[src/rtl/func_3_pkg.sv]
// Shared widths and default truth tables for the func_3 decoder.
// Pure constants and types; no logic, no latency, no flow control.
package func_3_pkg;

    localparam int IDX_W = 4;
    localparam int TT_W  = 16;

    typedef logic [TT_W-1:0] tt_t;

    localparam tt_t TT_PARITY4 = 16'h6996;
    localparam tt_t TT_MAJ3OF4 = 16'hE880;

endpackage

[src/rtl/func_3_sync.sv]
// Single-bit level synchroniser, STAGES flops deep; STAGES=0 is a plain wire.
// Latency STAGES cycles; free-running, no handshake or backpressure.
module func_3_sync #(
    parameter int STAGES = 2
) (
    input  logic clk,
    input  logic rst_n,
    input  logic din,
    output logic dout
);

    generate
        if (STAGES < 0 || STAGES > 3) begin : g_bad_stages
            $error("func_3_sync: STAGES must be in 0..3");
        end

        if (STAGES == 0) begin : g_wire
            logic w_unused;
            assign w_unused = clk ^ rst_n;
            assign dout     = din;
        end else begin : g_chain
            logic [STAGES-1:0] r_chain;

            always_ff @(posedge clk or negedge rst_n) begin
                if (!rst_n) begin
                    r_chain <= '0;
                end else begin
                    r_chain[0] <= din;
                    for (int k = 1; k < STAGES; k++) begin
                        r_chain[k] <= r_chain[k-1];
                    end
                end
            end

            assign dout = r_chain[STAGES-1];
        end
    endgenerate

endmodule

[src/rtl/func_3.sv]
// Two registered 4-input Boolean functions of synchronised levels a..d.
// Latency SYNC_STAGES+1 cycles; one index per cycle, no stall or backpressure.
module func_3
    import func_3_pkg::*;
#(
    parameter tt_t Y_TT        = TT_PARITY4,
    parameter tt_t Z_TT        = TT_MAJ3OF4,
    parameter int  SYNC_STAGES = 2
) (
    input  logic clk,
    input  logic rst_n,
    input  logic a,
    input  logic b,
    input  logic c,
    input  logic d,
    output logic y,
    output logic z
);

    logic             w_a_s;
    logic             w_b_s;
    logic             w_c_s;
    logic             w_d_s;
    logic [IDX_W-1:0] w_idx;
    logic             r_y;
    logic             r_z;

    func_3_sync #(.STAGES(SYNC_STAGES)) u_sync_a (.clk(clk), .rst_n(rst_n), .din(a), .dout(w_a_s));
    func_3_sync #(.STAGES(SYNC_STAGES)) u_sync_b (.clk(clk), .rst_n(rst_n), .din(b), .dout(w_b_s));
    func_3_sync #(.STAGES(SYNC_STAGES)) u_sync_c (.clk(clk), .rst_n(rst_n), .din(c), .dout(w_c_s));
    func_3_sync #(.STAGES(SYNC_STAGES)) u_sync_d (.clk(clk), .rst_n(rst_n), .din(d), .dout(w_d_s));

    assign w_idx = {w_a_s, w_b_s, w_c_s, w_d_s};

    // Both outputs load from the same index on the same edge, so they never mix samples.
    always_ff @(posedge clk or negedge rst_n) begin
        if (!rst_n) begin
            r_y <= 1'b0;
            r_z <= 1'b0;
        end else begin
            r_y <= Y_TT[w_idx];
            r_z <= Z_TT[w_idx];
        end
    end

    assign y = r_y;
    assign z = r_z;

endmodule

[config.mk]
export PLATFORM = sky130hd
export DESIGN_NAME = func_3
export DESIGN_NICKNAME = d
export VERILOG_FILES = /design/src/rtl/func_3_pkg.sv /design/src/rtl/func_3_sync.sv /design/src/rtl/func_3.sv
export SDC_FILE = /design/constraint.sdc
export NUM_CORES = 1
export LEC_CHECK = 0
export CAP_MARGIN = 20
export CORE_AREA = 2 2 39 41
export DETAILED_ROUTE_END_ITERATION = 10
export DIE_AREA = 0 0 41 43
export DONT_BUFFER_PORTS = 1
export GPL_TIMING_DRIVEN = 0
export HOLD_SLACK_MARGIN = 0.15
export PLACE_DENSITY = 0.45
export SETUP_SLACK_MARGIN = 0.02
export SLEW_MARGIN = 20
export SYNTH_ARGS = -nofsm -noshare
export SYNTH_HDL_FRONTEND = slang
export SYNTH_HIERARCHICAL = 1
export SYNTH_SLANG_ARGS = --single-unit
[constraint.sdc]
create_clock -name clk -period 1.5 [get_ports clk]
set_clock_uncertainty 0.2 [all_clocks]
set_input_delay 0.075 -clock clk [delete_from_list [all_inputs] [get_ports clk]]
set_output_delay 0.075 -clock clk [all_outputs]
set_load 0.05 [all_outputs]
==> reports/results.txt <==
Cell Area, Synth - 329.1 um^2
register cell area after layout - 250.2 um^2
Hold Path Class - register to register
Area Overhead vs Synth - 41.44%
#FFs+latches synth - 10
top post-synthesis cells by area - dfrtp_1 (76%), ha_1 (7.6%), xnor2_1 (5.3%), a32o_1 (3.0%), nor2b_2 (2.7%)
Max rail drop VDD - 727.5 uV
WP data required - 1.45 ns
distinct cell type count after synthesis - 8
initial antenna violation count - 0
CTS clock-pin slew for the worst setup and hold paths - 0.06 ns
Yosys warning total - 6
f_max - 0.7472 GHz
Routed Antenna Nets - 0
Reg-to-Reg End - z
deepest clock path buffer count - 2
nature of the critical path endpoint - register
power per cell area - 1289 nW/um^2
core area - 1384 um^2
Hold Vio Cnt, Final - 0
FP Rows - 14
sequential cell area fraction in the yosys report - 0.7605
final WL - 427 um
Post-Syn Nets - 28
max cap viols - 0
min-delay src - u_sync_b/g_chain.r_chain[0]
RR Startpoint - u_sync_c/g_chain.r_chain[1]
hold endpoint - u_sync_b/g_chain.r_chain[1]
largest net degree at the start of global routing - 11
GRT Total Usage - 0.06918
Worst Tran Pin Value - 0.4607 ns
DIE AREA - 1763 um^2
grt ovf - 0
Reg2Reg Depth - 3
Hold Path Stages - 0
CTS tree - yes
Finished Layout Cells - 48
reg-to-reg slack, setup - 0.16 ns
Max transition margin - 0.6919
Crit path arrival time - 1.29 ns
Iteration-0 DRC Markers - 0
status - completed
Resized Gates After CTS - 0
total negative slack - 0 ns
I/O pin cnt - 8
Post-CTS Setup Inserts - 0
post-layout net count - 41
DR vias - 181
leading area contributor after synthesis - dfrtp_1
Placed Cells - 36
Synth Flop Type - dfrtp_1
vias in the first global route - 193
top-area cell type share of the netlist area - 0.7605
RSZ-0062 raised after global routing - false
number of flops mapped to enable cells by yosys - 0
wire per inst - 8.896 um
IO Port Bufs - 0
H-tree depth - 1
share of cells above drive strength 1 - 0.1563
Syn Area/Cell - 16.45 um^2
first-pass GRT wire length - 690 um
Die X - 41 um
area occupied by multi-input gates - 71.32 um^2
LEAKAGE - 0.2110 nW
final period utilization - 0.8923
commonest cells in the netlist - dfrtp_1 (10), ha_1 (2), inv_1 (2), xnor2_1 (2)
gp weighted congestion - 0.5824
Syn Inst Count - 20
Critical Path Source Type - register
Remaining DRCs - 0
starting density of the core - 0.2378
detailed placer's ending HPWL - 251.9 um
post-DR vias/cell - 3.771
Sink Count - 10
most frequent cell after synthesis - dfrtp_1
Final min period - 1.338 ns
Detailed Routing Iterations Pass 1 - 1
endpoints failing setup - 0
Skew-Pair Late Insertion Delay - 0.26 ns
Critical Path Fanout Max - 2
Setup CP Type - register to register
Antenna Cells - 0
TritonCTS Buffers - 3
DIE HEIGHT - 43 um
FFs w/ async S/R, synth - 1.000
Root Buffer - clkbuf_4
Filler cells - 131
Slew Viols, Final - 0
kinds of logic (layout without fill, tap and decap cells):
family | count (synthesis) | after routing | share of synthesized area
XOR/XNOR | 2 | 2 | 0.05324
adder cells (fa/ha/maj) | 2 | 2 | 0.07603
AND/OR/NAND/NOR | 3 | 3 | 0.05704
flip-flops | 10 | 10 | 0.7605
AO/OA/AOI/OAI | 1 | 1 | 0.03042
buffers and inverters | 2 | 14 | 0.02282
timing repair:
item                                    in CTS  in global routing
endpoints found under the setup margin       0                  0
endpoints found under the hold margin       14                  1
hold buffers                                 7                  1
where the power goes:
group	switching (mW)	internal, mW
sequential	0.0360	0.288
combinational	0.0140	0.0249
clock	0.0901	0.147
critical path: stages, from the launching register on:
cell and delay, ns:
dfrtp_1 0.38, ha_1 0.21, or2_1 0.20, a32o_1 0.24
cell type report:
| type | count | share of cell area |
|---|---|---|
| sequential | 10 | 0.5376 |
| timing repair buffer | 8 | 0.1720 |
| multi-input combinational | 8 | 0.1532 |
| clock buffer | 4 | 0.07796 |
| tap | 16 | 0.04301 |
| inverter | 2 | 0.01613 |
metal layers:
metal / vias to the layer above / global-route usage / wire [um]
met3: 0 / 0.09424 / 60
met4: 0 / 0.02000 / 0
met5: - / 0 / 0
met1: 85 / 0.05705 / 159
li1: 85 / - / -
met2: 11 / 0.09375 / 207
worst max-delay path by stage:
stage                     end  cells after the start                         from
final                       z                      3  u_sync_c/g_chain.r_chain[1]
after global routing        z                      3  u_sync_c/g_chain.r_chain[1]
after CTS                   z                      3  u_sync_c/g_chain.r_chain[1]
after detailed placement    z                      3  u_sync_c/g_chain.r_chain[1]
after global placement      z                      3  u_sync_c/g_chain.r_chain[1]
after floorplan             z                      3  u_sync_c/g_chain.r_chain[1]
state kept, by name, summed over array words and instances (netlist names):
name,count
u_sync_a/g_chain.r_chain,2
z,1
u_sync_b/g_chain.r_chain,2
u_sync_d/g_chain.r_chain,2
u_sync_c/g_chain.r_chain,2
y,1
metrics by stage:
stage	cell area (um^2)	setup slack, ns	power [mW]	hold WS, ns	util
after floorplan	329.1	0.2023	0.3440	-0.4206	-
after global placement	349.1	0.1726	0.3469	-0.4204	0.2523
after detailed placement	349.1	0.1720	0.3475	-0.4204	0.2523
after CTS	455.4	0.1553	0.6119	0.1500	0.3291
after global routing	465.4	0.1092	0.6346	0.1538	0.3363
final	465.4	0.1616	0.5999	0.1479	0.3363
cell usage in the layout, fill, tap and decap left out, drive strengths merged:
cell type / n
dfrtp: 10
nor2b: 1
ha: 2
clkbuf: 4
xnor2: 2
or2: 1
a32o: 1
dlygate4sd3: 8
nand2: 1
inv: 2
Power figures use the tool's default switching activity.
